## src/rtl/router_stat_pkg.sv

```systemverilog
// Shared types and tag-kind decoding for the router stat trigger.
package router_stat_pkg;

   localparam int unsigned TAG_W    = 32;
   localparam int unsigned KIND_MSB = 31;
   localparam int unsigned KIND_LSB = 30;

   localparam logic [1:0] KIND_START = 2'b10;
   localparam logic [1:0] KIND_END   = 2'b11;

   typedef enum logic [1:0] {GENERIC, KERNEL_START, KERNEL_END} stat_kind_e;

   typedef enum logic {ST_IDLE, ST_ACTIVE} trig_state_e;

   // Classify a print-stat tag by its two kind bits.
   function automatic stat_kind_e decode_kind(input logic [TAG_W-1:0] tag);
      logic [1:0] w_kind_bits;
      w_kind_bits = tag[KIND_MSB:KIND_LSB];
      case (w_kind_bits)
         KIND_START: decode_kind = KERNEL_START;
         KIND_END:   decode_kind = KERNEL_END;
         default:    decode_kind = GENERIC;
      endcase
   endfunction

endpackage

```

## src/rtl/router_stat_tag_fifo.sv

```systemverilog
// Small 1r1w tag FIFO with full/empty flags; pushes while full are dropped.
module router_stat_tag_fifo
   import router_stat_pkg::*;
#(
   parameter int unsigned els_p = 4
) (
   input  logic             clk_i,
   input  logic             reset_n_i,
   input  logic             push_i,
   input  logic [TAG_W-1:0] data_i,
   input  logic             pop_i,
   output logic [TAG_W-1:0] data_o,
   output logic             full_o,
   output logic             empty_o
);

   localparam int unsigned PTR_W = (els_p > 1) ? $clog2(els_p) : 1;
   localparam int unsigned CNT_W = $clog2(els_p + 1);

   logic [TAG_W-1:0] r_mem [els_p];
   logic [PTR_W-1:0] r_wr_ptr;
   logic [PTR_W-1:0] r_rd_ptr;
   logic [CNT_W-1:0] r_cnt;
   logic             w_push;
   logic             w_pop;

   function automatic logic [PTR_W-1:0] ptr_inc(input logic [PTR_W-1:0] p);
      return (p == PTR_W'(els_p - 1)) ? '0 : p + PTR_W'(1);
   endfunction

   assign full_o  = (r_cnt == CNT_W'(els_p));
   assign empty_o = (r_cnt == '0);
   assign w_push  = push_i & ~full_o;
   assign w_pop   = pop_i & ~empty_o;
   assign data_o  = r_mem[r_rd_ptr];

   always_ff @(posedge clk_i or negedge reset_n_i) begin
      if (!reset_n_i) begin
         r_wr_ptr <= '0;
         r_rd_ptr <= '0;
         r_cnt    <= '0;
      end else begin
         if (w_push) r_wr_ptr <= ptr_inc(r_wr_ptr);
         if (w_pop)  r_rd_ptr <= ptr_inc(r_rd_ptr);
         if (w_push && !w_pop)      r_cnt <= r_cnt + CNT_W'(1);
         else if (!w_push && w_pop) r_cnt <= r_cnt - CNT_W'(1);
      end
   end

   // Storage needs no reset: occupancy is tracked by the pointers and count.
   always_ff @(posedge clk_i) begin
      if (w_push) r_mem[r_wr_ptr] <= data_i;
   end

endmodule

```

## src/rtl/router_stat_trigger.sv

```systemverilog
// Global cycle counter, paced print-stat broadcast and kernel period ticks.
// ROUTER_STAT_TRIGGER_SATURATE_EN: global counter saturates instead of wrapping.
module router_stat_trigger
   import router_stat_pkg::*;
#(
   parameter int unsigned fifo_els_p  = 4,
   parameter int unsigned period_p    = 250,
   parameter int unsigned min_gap_p   = 2,
   parameter int unsigned ctr_width_p = 32
) (
   input  logic                   clk_i,
   input  logic                   reset_n_i,
   input  logic                   stat_v_i,
   input  logic [TAG_W-1:0]       stat_tag_i,
   output logic                   stat_ready_o,
   output logic                   print_stat_v_o,
   output logic [TAG_W-1:0]       print_stat_tag_o,
   output logic [ctr_width_p-1:0] global_ctr_o,
   output logic                   kernel_active_o,
   output logic                   period_tick_o
);

   localparam int unsigned     GAP_W      = $clog2(min_gap_p + 1);
   localparam int unsigned     PER_W      = $clog2(period_p + 1);
   localparam logic [GAP_W-1:0] GAP_RELOAD = GAP_W'(min_gap_p - 1);
   localparam logic [PER_W-1:0] PER_LAST   = PER_W'(period_p - 1);

   logic                   w_push;
   logic                   w_bypass;
   logic                   w_fifo_push;
   logic                   w_fifo_pop;
   logic                   w_full;
   logic                   w_empty;
   logic                   w_gap_zero;
   logic [TAG_W-1:0]       w_head;
   logic [GAP_W-1:0]       r_gap;
   logic                   r_strobe_v;
   logic [TAG_W-1:0]       r_strobe_tag;
   logic [ctr_width_p-1:0] r_ctr;
   trig_state_e            r_state;
   trig_state_e            w_state_nxt;
   logic [PER_W-1:0]       r_pcnt;
   logic [PER_W-1:0]       w_pcnt_nxt;
   logic                   r_tick;
   logic                   w_tick_nxt;
   stat_kind_e             w_kind;

   // An empty buffer with an expired gap forwards the request straight to the strobe.
   assign w_push      = stat_v_i & ~w_full;
   assign w_gap_zero  = (r_gap == '0);
   assign w_fifo_pop  = ~w_empty & w_gap_zero;
   assign w_bypass    = w_empty & w_push & w_gap_zero;
   assign w_fifo_push = w_push & ~w_bypass;

   router_stat_tag_fifo #(
      .els_p(fifo_els_p)
   ) u_fifo (
      .clk_i    (clk_i),
      .reset_n_i(reset_n_i),
      .push_i   (w_fifo_push),
      .data_i   (stat_tag_i),
      .pop_i    (w_fifo_pop),
      .data_o   (w_head),
      .full_o   (w_full),
      .empty_o  (w_empty)
   );

   always_ff @(posedge clk_i or negedge reset_n_i) begin
      if (!reset_n_i) begin
         r_strobe_v   <= 1'b0;
         r_strobe_tag <= '0;
         r_gap        <= '0;
      end else begin
         r_strobe_v <= w_fifo_pop | w_bypass;
         if (w_fifo_pop) begin
            r_strobe_tag <= w_head;
            r_gap        <= GAP_RELOAD;
         end else if (w_bypass) begin
            r_strobe_tag <= stat_tag_i;
            r_gap        <= GAP_RELOAD;
         end else if (!w_gap_zero) begin
            r_gap <= r_gap - GAP_W'(1);
         end
      end
   end

   always_ff @(posedge clk_i or negedge reset_n_i) begin
      if (!reset_n_i) begin
         r_ctr <= '0;
`ifdef ROUTER_STAT_TRIGGER_SATURATE_EN
      end else if (r_ctr != '1) begin
         r_ctr <= r_ctr + ctr_width_p'(1);
`else
      end else begin
         r_ctr <= r_ctr + ctr_width_p'(1);
`endif
      end
   end

   always_ff @(posedge clk_i or negedge reset_n_i) begin
      if (!reset_n_i) begin
         r_state <= ST_IDLE;
         r_pcnt  <= '0;
         r_tick  <= 1'b0;
      end else begin
         r_state <= w_state_nxt;
         r_pcnt  <= w_pcnt_nxt;
         r_tick  <= w_tick_nxt;
      end
   end

   // Kernel tracking reacts to the strobe being broadcast this cycle.
   always_comb begin
      w_state_nxt = r_state;
      w_pcnt_nxt  = r_pcnt;
      w_tick_nxt  = 1'b0;
      w_kind      = decode_kind(r_strobe_tag);
      case (r_state)
         ST_IDLE: begin
            w_pcnt_nxt = '0;
            if (r_strobe_v && (w_kind == KERNEL_START)) w_state_nxt = ST_ACTIVE;
         end
         ST_ACTIVE: begin
            w_pcnt_nxt = (r_pcnt == PER_LAST) ? '0 : r_pcnt + PER_W'(1);
            if (r_strobe_v && (w_kind == KERNEL_START)) begin
               w_pcnt_nxt = '0;
            end else if (r_strobe_v && (w_kind == KERNEL_END)) begin
               w_state_nxt = ST_IDLE;
               w_pcnt_nxt  = '0;
            end
         end
         default: w_state_nxt = ST_IDLE;
      endcase
      w_tick_nxt = (w_state_nxt == ST_ACTIVE) && (w_pcnt_nxt == PER_LAST);
   end

   assign stat_ready_o     = ~w_full;
   assign print_stat_v_o   = r_strobe_v;
   assign print_stat_tag_o = r_strobe_tag;
   assign global_ctr_o     = r_ctr;
   assign kernel_active_o  = (r_state == ST_ACTIVE);
   assign period_tick_o    = r_tick;

endmodule

```

## config.mk

```make
export PLATFORM = sky130hd
export DESIGN_NAME = router_stat_trigger
export DESIGN_NICKNAME = d
export VERILOG_FILES = /design/src/rtl/router_stat_pkg.sv /design/src/rtl/router_stat_tag_fifo.sv /design/src/rtl/router_stat_trigger.sv
export SDC_FILE = /design/constraint.sdc
export NUM_CORES = 1
export LEC_CHECK = 0
export BUFFER_PORTS_ARGS = -buffer_cell sky130_fd_sc_hd__buf_2
export CORE_ASPECT_RATIO = 0.5
export CORE_UTILIZATION = 56
export DETAILED_ROUTE_END_ITERATION = 8
export PLACE_DENSITY = 0.78
export RECOVER_POWER = 100
export SLEW_MARGIN = 20
export SYNTH_ARGS = -nofsm -noshare
export SYNTH_HDL_FRONTEND = slang
export SYNTH_HIERARCHICAL = 1
export SYNTH_SLANG_ARGS = --single-unit
```

## constraint.sdc

```tcl
create_clock -name clk_i -period 3.3 [get_ports clk_i]
set_input_delay 0.165 -clock clk_i [delete_from_list [all_inputs] [get_ports clk_i]]
set_output_delay 0.165 -clock clk_i [all_outputs]
set_load 0.01 [all_outputs]
```

=== Yosys cells after proc, flatten, opt, wreduce, memory -nomap -nowiden ===
Memory sizes are Yosys's and may differ from the RTL's.
Index checks and enable logic that the tools add are counted.

* Bits in registers: 84
* Memory bits (writable): 128
* Bits of input ports: 35
* Output and inout port bits: 68
* Word-level logic and storage cells: 71
* Memories kept: 1

{| class="wikitable"
|+ Memory list
! name !! depth !! width !! read ports !! clocked after Yosys merged registers in !! write ports !! RTL line !! RTL
|-
| u_fifo.r_mem || 4 || 32 || 1 || 0 || 1 || router_stat_tag_fifo.sv:20 || <nowiki>logic [TAG_W-1:0] r_mem [els_p];</nowiki>
|}

* $add $sub $neg: 7
* Equality and inequality tests: 10
* Muxes and demuxes: 20
* Bitwise operators: 12
* Reductions and logical operators: 11

{| class="wikitable"
|+ Operators by type and width
! cell !! count
|-
| $mux 32 || 2
|-
| $add 32x1->32 const B || 1
|-
| $mux 8 || 3
|-
| $eq 8x8->1 const B || 2
|-
| $pmux 8 s2 || 1
|-
| $eq 2x2->1 const B || 5
|-
| $mux 2 || 5
|-
| $add 8x1->8 const B || 1
|-
| $and 1x1->1 || 7
|-
| $mux 3 || 2
|-
| $logic_and 1x1->1 || 5
|-
| $mux 1 || 5
|-
| $add 2x1->2 const B || 2
|-
| $not 1->1 || 4
|-
| $pmux 2 s2 || 1
|-
| $reduce_bool 2->1 || 2
|-
| $add 3x1->3 const B || 1
|-
| $eq 3x3->1 const B || 1
|-
| $logic_not 3->1 || 1
|-
| $ne 3x2->1 const B || 1
|-
| $sub 3x1->3 const B || 1
|-
| $eq 2x1->1 const B || 1
|-
| $logic_not 1->1 || 2
|-
| $logic_not 2->1 || 1
|-
| 3 further kinds || 3
|}

=== Depth between registers and ports, before layout ===
Gate-level depths: netlist (run 1).

* Depth in word-level cells: 12
* Gate-level depth with buffers: 11

=== By module ===
The synthesis (run 1) kept the hierarchy.

{| class="wikitable"
|+ By module, submodules not included
! module !! times used !! cells an instance !! area an instance (um^2)
|-
| router_stat_tag_fifo || 1 || 205 || 5056.1
|-
| router_stat_trigger || 1 || 314 || 3489.6
|}

=== Worst setup path before layout (run 1) ===
Ideal clock, no wire load.

* Kind: reg2reg
* Start: register u_fifo.r_cnt[0]
* End: register u_fifo.r_cnt[2]
* Library setup time: 79 ps
* Data arrival time: 2280 ps
* Required time: 3221 ps
* Path slack: 940 ps
* Stages on the path, launching flop included: 11
* Path through: dfrtp_1 -> nor3_1 -> nor3_2 -> buf_6 -> o31ai_2 -> ha_1 -> inv_1 -> fa_1 -> xor2_1 -> nor2_1 -> xor2_1

{| class="wikitable"
|+ RTL lines
! what !! RTL line !! RTL
|-
| start, declared || router_stat_tag_fifo.sv:23 || <nowiki>logic [CNT_W-1:0] r_cnt;</nowiki>
|-
| start signal, assigned || router_stat_tag_fifo.sv:45 || <nowiki>if (w_push && !w_pop) r_cnt <= r_cnt + CNT_W'(1);</nowiki>
|-
| start signal, assigned || router_stat_tag_fifo.sv:46 || <nowiki>else if (!w_push && w_pop) r_cnt <= r_cnt - CNT_W'(1);</nowiki>
|-
| $logic_not 3->1 * || router_stat_tag_fifo.sv:32 || <nowiki>assign empty_o = (r_cnt == '0);</nowiki>
|-
| named net w_empty || router_stat_trigger.sv:33 || <nowiki>logic w_empty;</nowiki>
|-
| $not 1->1 * || router_stat_trigger.sv:51 || <nowiki>assign w_fifo_pop = ~w_empty & w_gap_zero;</nowiki>
|-
| $and 1x1->1 * || router_stat_trigger.sv:51 ||
|-
| named net w_fifo_pop || router_stat_trigger.sv:31 || <nowiki>logic w_fifo_pop;</nowiki>
|-
| $and 1x1->1 * || router_stat_tag_fifo.sv:34 || <nowiki>assign w_pop = pop_i & ~empty_o;</nowiki>
|-
| $logic_not 1->1 || router_stat_tag_fifo.sv:45 ||
|-
| $logic_and 1x1->1 || router_stat_tag_fifo.sv:45 ||
|-
| $mux 3 / $reduce_bool 2->1 (equally long branches) || -- ||
|}

Mark *: on every way through the listed nets, which the timed path passes. The rest lies on a longest branch. The select of a mux whose other input is x is not followed.
A chain may end at the register's enable or synchronous reset.

=== Worst setup path after layout (run 1) ===
* Start: register r_ctr[0] (netlist: global_ctr_o[0])
* End: register r_ctr[22] (netlist: global_ctr_o[22])

* Cells in the longest elaborated chain, start to end: 1

{| class="wikitable"
|+ RTL lines
! what !! RTL line !! RTL
|-
| start, declared || router_stat_trigger.sv:39 || <nowiki>logic [ctr_width_p-1:0] r_ctr;</nowiki>
|-
| start signal, assigned || router_stat_trigger.sv:95 || <nowiki>r_ctr <= r_ctr + ctr_width_p'(1);</nowiki>
|-
| $add 32x1->32 || router_stat_trigger.sv:95 ||
|}

No other way between the ends.

==> run metrics, run 1 <==
standard cell core area=14700 µm²; DRT Wirelength=15800 µm; vias per inst=5.52; P_leak=3.77 nW; final routed DRC violation total=0; iteration-0 DRC count of the detailed router=316; leading area contributor after synthesis=sky130_fd_sc_hd__edfxtp_1; count of mapped cells out of synthesis=519; vertical die dimension=89.4 µm; area enclosed by the die boundary=15800 µm²; maximum clock insertion buffer count=3; worst IR drop on VDD=402 µV; Mapped Avg Cell Area=16.5 µm²; Post-Synthesis Net Count=564; Pre-Repair DR Iteration Count=4; setup repair after global routing missed its margin=no; global-route wire length before repair=24900 µm; antenna violations before repair=0; count of buffers added by post-CTS timing repair for setup=0; Num Clock Sinks=212; Switching Share=30.6%; Port-buffer cells=102; unique cell type count in the Yosys netlist=41; Detailed Place HPWL=9450 µm; total I/O pin count=103; ranking of synthesized cells by area=sky130_fd_sc_hd__edfxtp_1 (45%), sky130_fd_sc_hd__dfrtp_1 (25%), sky130_fd_sc_hd__mux4_2 (8.4%); Routed WL per cell=18.0 µm; Period Utilization, post-route=81.9%; layout overhead on the synthesized area=18.0%; Hold Crit Class=input port to flop; buffer type at the clock tree root=sky130_fd_sc_hd__clkbuf_16; number of diodes=0; violated checks=capacitance limit, slew limit; CTS tree=built; Mapped Area=8550 µm²; pins over their slew limit=22; kind of end point of the critical path=flop; setup-violating endpoint count in the final report=0; total of max-cap violations=2; Post-Layout Cell Count=877; final weighted congestion in routability-driven placement=0.765; Placed Cells incl. Taps=810; overall via count from detail_route=4839; maximum number of pins on one net before global-route repair=59; Total GRT Usage=20.7%; number of rows in the core area=31; highest clock rate=370 MHz; fraction of post-synthesis cell area in the top cell type by area=45.0%; portion of total power attributed to combinational logic=28.6%; clock network fraction of total power=27.7%; number of synthesized flops with an enable pin=128; type of origin of the critical path=flop; relative slew slack=-12.3%; internal power=6.00 mW; result of the run=complete, but fails checks; clock transition time at the flip-flop clock pins of the worst setup and hold paths=0.07 ns; worst setup path class=flop to flop; power density normalized to cell area=857 nW/µm²; tightest hold margin=0.0590 ns; async set-or-reset flop fraction in the synthesized netlist=39.6%; Yosys reg bits=212; number of antenna-violating nets in the routed design=0; final net count=711; Total Negative Setup Slacks=0 ns; Post-synth top flop=sky130_fd_sc_hd__edfxtp_1; CP max FO=10; slew of the pin with the lowest slew margin=1.67 ns; quantity of gates resized following cts=0; data arrival at the endpoint of the critical path=3.07 ns; register-to-register setup slack=0.60 ns; part of the power in registers=43.8%; x dimension of the die=177 µm; Yosys warnings=6; H-tree Lvls=1; vias in the first global route=4805; Final Cell Area=10100 µm²; switching power total=2.65 mW; placed cell areas=9300 µm²; fill cell count=1050; effective utilization at floorplan=58.3%; Worst Clk Skew=0.0210 ns; data required time of the critical path=3.67 ns; clock network latency to the later pin of the worst-skew pair=0.49 ns; clock buffer count from CTS=19; total count of hold-check failures in the final report=0; fraction of layout instances using a drive strength above 1=12.7%; global route overflow=0; Seq/Total Area, Yosys=69.6%; min cycle time layout=2.70 ns
per-layer routing:
metal	part of all wire (%)	global-route usage, %	vias up
met5	0	0	-
met3	4.8	3.83	28
met4	1.9	5.72	0
met1	45	28.9	2446
met2	48	34.0	129
li1	-	-	2236
final timing paths:
path | from | to | cells past startpoint
worst max-delay path | global_ctr_o[0]$_DFF_PN0_ | global_ctr_o[22]$_DFF_PN0_ | 5
worst min-delay path | stat_v_i | r_gap[0]$_DFFE_PN0P_ | 3
worst max register to register | global_ctr_o[0]$_DFF_PN0_ | global_ctr_o[22]$_DFF_PN0_ | 5
worst min register to register | global_ctr_o[31]$_DFF_PN0_ | global_ctr_o[31]$_DFF_PN0_ | 1
max in group asynchronous | reset_n_i | global_ctr_o[9]$_DFF_PN0_ | 3
min in group asynchronous | reset_n_i | print_stat_tag_o[11]$_DFFE_PN0P_ | 2
power by group through the flow:
stage                     combinational (mW)  sequential [mW]  clock, mW
after detailed placement                2.57             3.83          0
final                                   2.47             3.78       2.39
after global routing                    2.73             3.85       2.53
after global placement                  2.50             3.79          0
after floorplan                         1.83             3.83          0
after CTS                               2.62             3.79       2.44
cells in the mapped netlist, drive strengths merged (2+ instances only):
cell type and instances:
and3 5, or3 2, ha 9, o21ai 2, xnor2 25, edfxtp 128, nor4 2, inv 9
mux4 32, nor2 45, nand4 9, mux2i 33, dfrtp 84, nand2 11, buf 16, and4 4
nor3 5, xor2 12, mux2 4, clkbuf 5, a21oi 35, and2 12, nand3 18
timing repair:
| item | 4_1_cts | 5_1_grt |
|---|---|---|
| setup endpoints to repair | 0 | 0 |
| hold buffers | 33 | 0 |
| endpoints found under the hold margin | 184 | 0 |
kinds of logic after synthesis:
group                      synth area share, %
AOI/OAI and AO/OA                         2.87
xor gates and xnor gates                  3.79
adders and majority gates                 1.55
buffers and inverters                     1.80
DFF                                       69.6
muxes                                     12.9
and+or+nand+nor                           7.50
cell usage in the layout (no fill, tap or decap), drive strengths merged, types with 2 or more instances in the layout:
cell type,n
clkinv,5
and3,5
inv,10
ha,9
mux2,4
nand3,18
dfrtp,84
mux2i,33
nor2,45
nand4,9
a21oi,35
nand2,11
xor2,12
and4,4
clkbuf,131
edfxtp,128
bufinv,4
or3,2
mux4,32
o21ai,2
buf,5
dlygate4sd3,33
xnor2,25
and2,12
nor4,2
clkinvlp,2
nor3,5
per-stage QoR:
step	total power, mW	utilization [%]	worst slack [ns]
finish	8.65	68.8	0.597
detailed placement	6.40	63.4	0.736
global placement	6.29	63.4	0.794
global route	9.11	68.8	0.308
floorplan	5.66	-	0.940
CTS	8.84	70.4	0.688
worst max-delay path, cell delays in order, from the launching register on:
cell and delay [ns]:
sky130_fd_sc_hd__dfrtp_1 0.41, sky130_fd_sc_hd__ha_1 0.23, sky130_fd_sc_hd__nand4_1 0.20, sky130_fd_sc_hd__nor4_1 1.30, sky130_fd_sc_hd__nand4_1 0.24, sky130_fd_sc_hd__xnor2_1 0.20
state kept, by name, summed over array words and instances (netlist names):
register          flops
u_fifo/r_mem        128
global_ctr_o         32
print_stat_tag_o     32
r_pcnt                8
u_fifo/r_cnt          3
r_gap                 2
u_fifo/r_rd_ptr       2
u_fifo/r_wr_ptr       2
kernel_active_o       1
period_tick_o         1
print_stat_v_o        1
area by class of cell:
| cell class | count | area, µm² | share of cell area [%] |
|---|---|---|---|
| Sequential cell | 212 | 5950 | 59.0 |
| Clock inverter | 12 | 180 | 1.79 |
| Timing Repair Buffer | 147 | 782 | 7.76 |
| Clock buffer | 22 | 507 | 5.03 |
| Multi-Input combinational cell | 277 | 2380 | 23.7 |
| Tap cell | 198 | 248 | 2.46 |
| Inverter | 9 | 33.8 | 0.335 |
No activity file was read; power rests on OpenSTA's default activity.
==> run 2, diff against run 1 <==
--- a/config.mk
+++ b/config.mk
@@ -7,9 +7,9 @@
 export LEC_CHECK = 0
 export BUFFER_PORTS_ARGS = -buffer_cell sky130_fd_sc_hd__buf_2
 export CORE_ASPECT_RATIO = 0.5
-export CORE_UTILIZATION = 56
+export CORE_UTILIZATION = 52
 export DETAILED_ROUTE_END_ITERATION = 8
-export PLACE_DENSITY = 0.78
+export PLACE_DENSITY = 0.76
 export RECOVER_POWER = 100
 export SLEW_MARGIN = 20
 export SYNTH_ARGS = -nofsm -noshare
==> constraint.sdc (replaced) <==
create_clock -name clk_i -period 2.4 [get_ports clk_i]
set_input_delay 0.12 -clock clk_i [delete_from_list [all_inputs] [get_ports clk_i]]
set_output_delay 0.12 -clock clk_i [all_outputs]
set_load 0.01 [all_outputs]
==> run metrics, run 2 (synthesis gave the netlist of run 1 again) <==
final weighted congestion in routability-driven placement=0.775; DRT Wirelength=16000 µm; Hold Crit Class=input port to flop; fill cell count=1146; Port-buffer cells=102; clock buffer count from CTS=19; final net count=717; power density normalized to cell area=1150 nW/µm²; Num Clock Sinks=212; total of max-cap violations=0; launch point of the worst reg-to-reg path=u_fifo/r_cnt[2]$_DFFE_PN0P_; startpoint of the lowest-slack hold path=stat_v_i; iteration-0 DRC count of the detailed router=298; data required time of the critical path=2.80 ns; total count of hold-check failures in the final report=0; highest clock rate=427 MHz; number of rows in the core area=32; antenna violations before repair=0; total I/O pin count=103; worst IR drop on VDD=569 µV; global-route wire length before repair=26100 µm; result of the run=completed; Placed Cells incl. Taps=839; top sig layer=met4; x dimension of the die=183 µm; Detailed Place HPWL=9790 µm; overall via count from detail_route=4887; relative slew slack=10.5%; maximum clock insertion buffer count=3; Pre-Repair DR Iteration Count=4; min cycle time layout=2.34 ns; routed length on met2=7620 µm; M1 WL=7420 µm; final routed DRC violation total=0; buffer type at the clock tree root=sky130_fd_sc_hd__clkbuf_16; Post-Layout Cell Count=905; fraction of layout instances using a drive strength above 1=14.3%; worst setup path class=flop to flop; combined flip-flop and latch cell area=5950 µm²; pins over their slew limit=0; switching power total=3.67 mW; Total GRT Usage=19.9%; Routed WL per cell=17.6 µm; slack of the critical path=0.0594 ns; setup-violating endpoint count in the final report=0; number of antenna-violating nets in the routed design=0; Worst Clk Skew=0.00938 ns; Period Utilization, post-route=97.5%; count of buffers added by post-CTS timing repair for setup=0; P_leak=3.85 nW; slew of the pin with the lowest slew margin=1.34 ns; clock network fraction of total power=25.1%; type of origin of the critical path=flop; H-tree Lvls=1; Most flops, register=u_fifo/r_mem; area enclosed by the die boundary=17000 µm²; clock transition time at the flip-flop clock pins of the worst setup and hold paths=0.06 ns; flip-flop count of the largest register, all copies and words added=128; vias in the first global route=5073; metal3 WL=650 µm; CTS tree=built; CP max FO=4; layout overhead on the synthesized area=20.1%; maximum number of pins on one net before global-route repair=50; global route overflow=0; kind of end point of the critical path=flop; standard cell core area=15700 µm²; leading cell types in the layout, fill and taps excluded=sky130_fd_sc_hd__edfxtp_1 (128), sky130_fd_sc_hd__clkbuf_1 (103), sky130_fd_sc_hd__dfrtp_1 (83); most common cell after layout, fill and taps aside=sky130_fd_sc_hd__edfxtp_1; register-to-register setup slack=0.06 ns; vertical die dimension=92.7 µm; number of diodes=0; data arrival at the endpoint of the critical path=2.74 ns; internal power=8.16 mW; Switching Share=31.0%; effective utilization at floorplan=54.3%; vias per inst=5.40; clock network latency to the later pin of the worst-skew pair=0.48 ns; Critical Path Start=u_fifo/r_cnt[2]$_DFFE_PN0P_; portion of total power attributed to combinational logic=31.0%; post-place setup slack=0.116 ns; combined area of the multi-input logic cells=2470 µm²; part of the power in registers=43.9%
run 2: cell count changes in the layout (fill, tap and decap cells not counted), moves of 2 or more:
cell	before	now
sky130_fd_sc_hd__mux2_4	0	2
sky130_fd_sc_hd__nor4_1	2	0
sky130_fd_sc_hd__clkinvlp_4	2	0
sky130_fd_sc_hd__buf_12	0	6
sky130_fd_sc_hd__nor4_4	0	2
sky130_fd_sc_hd__clkinv_2	4	1
sky130_fd_sc_hd__clkbuf_2	6	1
sky130_fd_sc_hd__buf_4	4	12
sky130_fd_sc_hd__clkinv_1	0	3
sky130_fd_sc_hd__bufinv_16	4	1
sky130_fd_sc_hd__clkinv_4	0	2
run 2: power groups by stage:
stage	clock, mW	combinational (mW)	sequential, mW
2_1_floorplan	0	2.51	5.27
3_3_place_gp	0	3.61	5.20
3_5_place_dp	0	3.71	5.25
4_1_cts	3.03	3.79	5.18
5_1_grt	3.17	4.02	5.28
6_report	2.96	3.67	5.19
run 2: what timing repair did:
action / 4_1_cts / 5_1_grt
endpoints found under the hold margin: 174 / 0
hold buffers: 33 / 0
resized for setup: 0 / 2
setup endpoints to repair: 0 / 1
run 2: layout make-up:
class / count / area share (%)
flip-flops and latches: 212 / 57.9
multi-input cells: 277 / 24.1
repair buffers: 153 / 9.03
clock buffers: 26 / 5.29
well taps: 221 / 2.69
clock inverters: 7 / 0.622
inverters: 9 / 0.329
run 2: worst max-delay path, stage by stage (launching register included):
cell and delay, ns:
sky130_fd_sc_hd__dfrtp_1 0.42, sky130_fd_sc_hd__nor3b_2 0.20, sky130_fd_sc_hd__nand2b_2 0.23, sky130_fd_sc_hd__a21oi_1 0.16
sky130_fd_sc_hd__nor2b_2 0.20, sky130_fd_sc_hd__ha_1 0.20, sky130_fd_sc_hd__inv_1 0.06, sky130_fd_sc_hd__fa_1 0.37
sky130_fd_sc_hd__xor2_1 0.15, sky130_fd_sc_hd__nor2_1 0.12, sky130_fd_sc_hd__xor2_1 0.15
run 2: routing by layer:
layer,GRT usage (%),vias to the layer above
li1,-,2256
met1,27.9,2486
met2,32.7,115
met3,3.70,30
met4,4.72,0
met5,0,-
run 2: through the flow:
| stage | util, % | setup TNS [ns] | power, mW | cell area [µm²] | hold slack, ns |
|---|---|---|---|---|---|
| after global routing | 65.2 | -0.103 | 12.5 | 10300 | 0.0136 |
| after CTS | 66.0 | 0 | 12.0 | 10400 | 0.0501 |
| after floorplan | - | 0 | 7.78 | 8550 | -0.176 |
| after detailed placement | 60.1 | 0 | 8.96 | 9450 | 0.207 |
| final | 65.2 | 0 | 11.8 | 10300 | 0.000908 |
| after global placement | 60.1 | 0 | 8.82 | 9450 | 0.197 |
run 2: path summary, 6_finish.rpt:
kind,end,depth (start not counted)
setup / recovery,u_fifo/r_cnt[2]$_DFFE_PN0P_,10
hold / removal,r_gap[0]$_DFFE_PN0P_,3
setup reg to reg,u_fifo/r_cnt[2]$_DFFE_PN0P_,10
hold reg to reg,global_ctr_o[31]$_DFF_PN0_,1
max in group asynchronous,u_fifo/r_rd_ptr[0]$_DFFE_PN0P_,2
min in group asynchronous,r_pcnt[4]$_DFF_PN0_,2
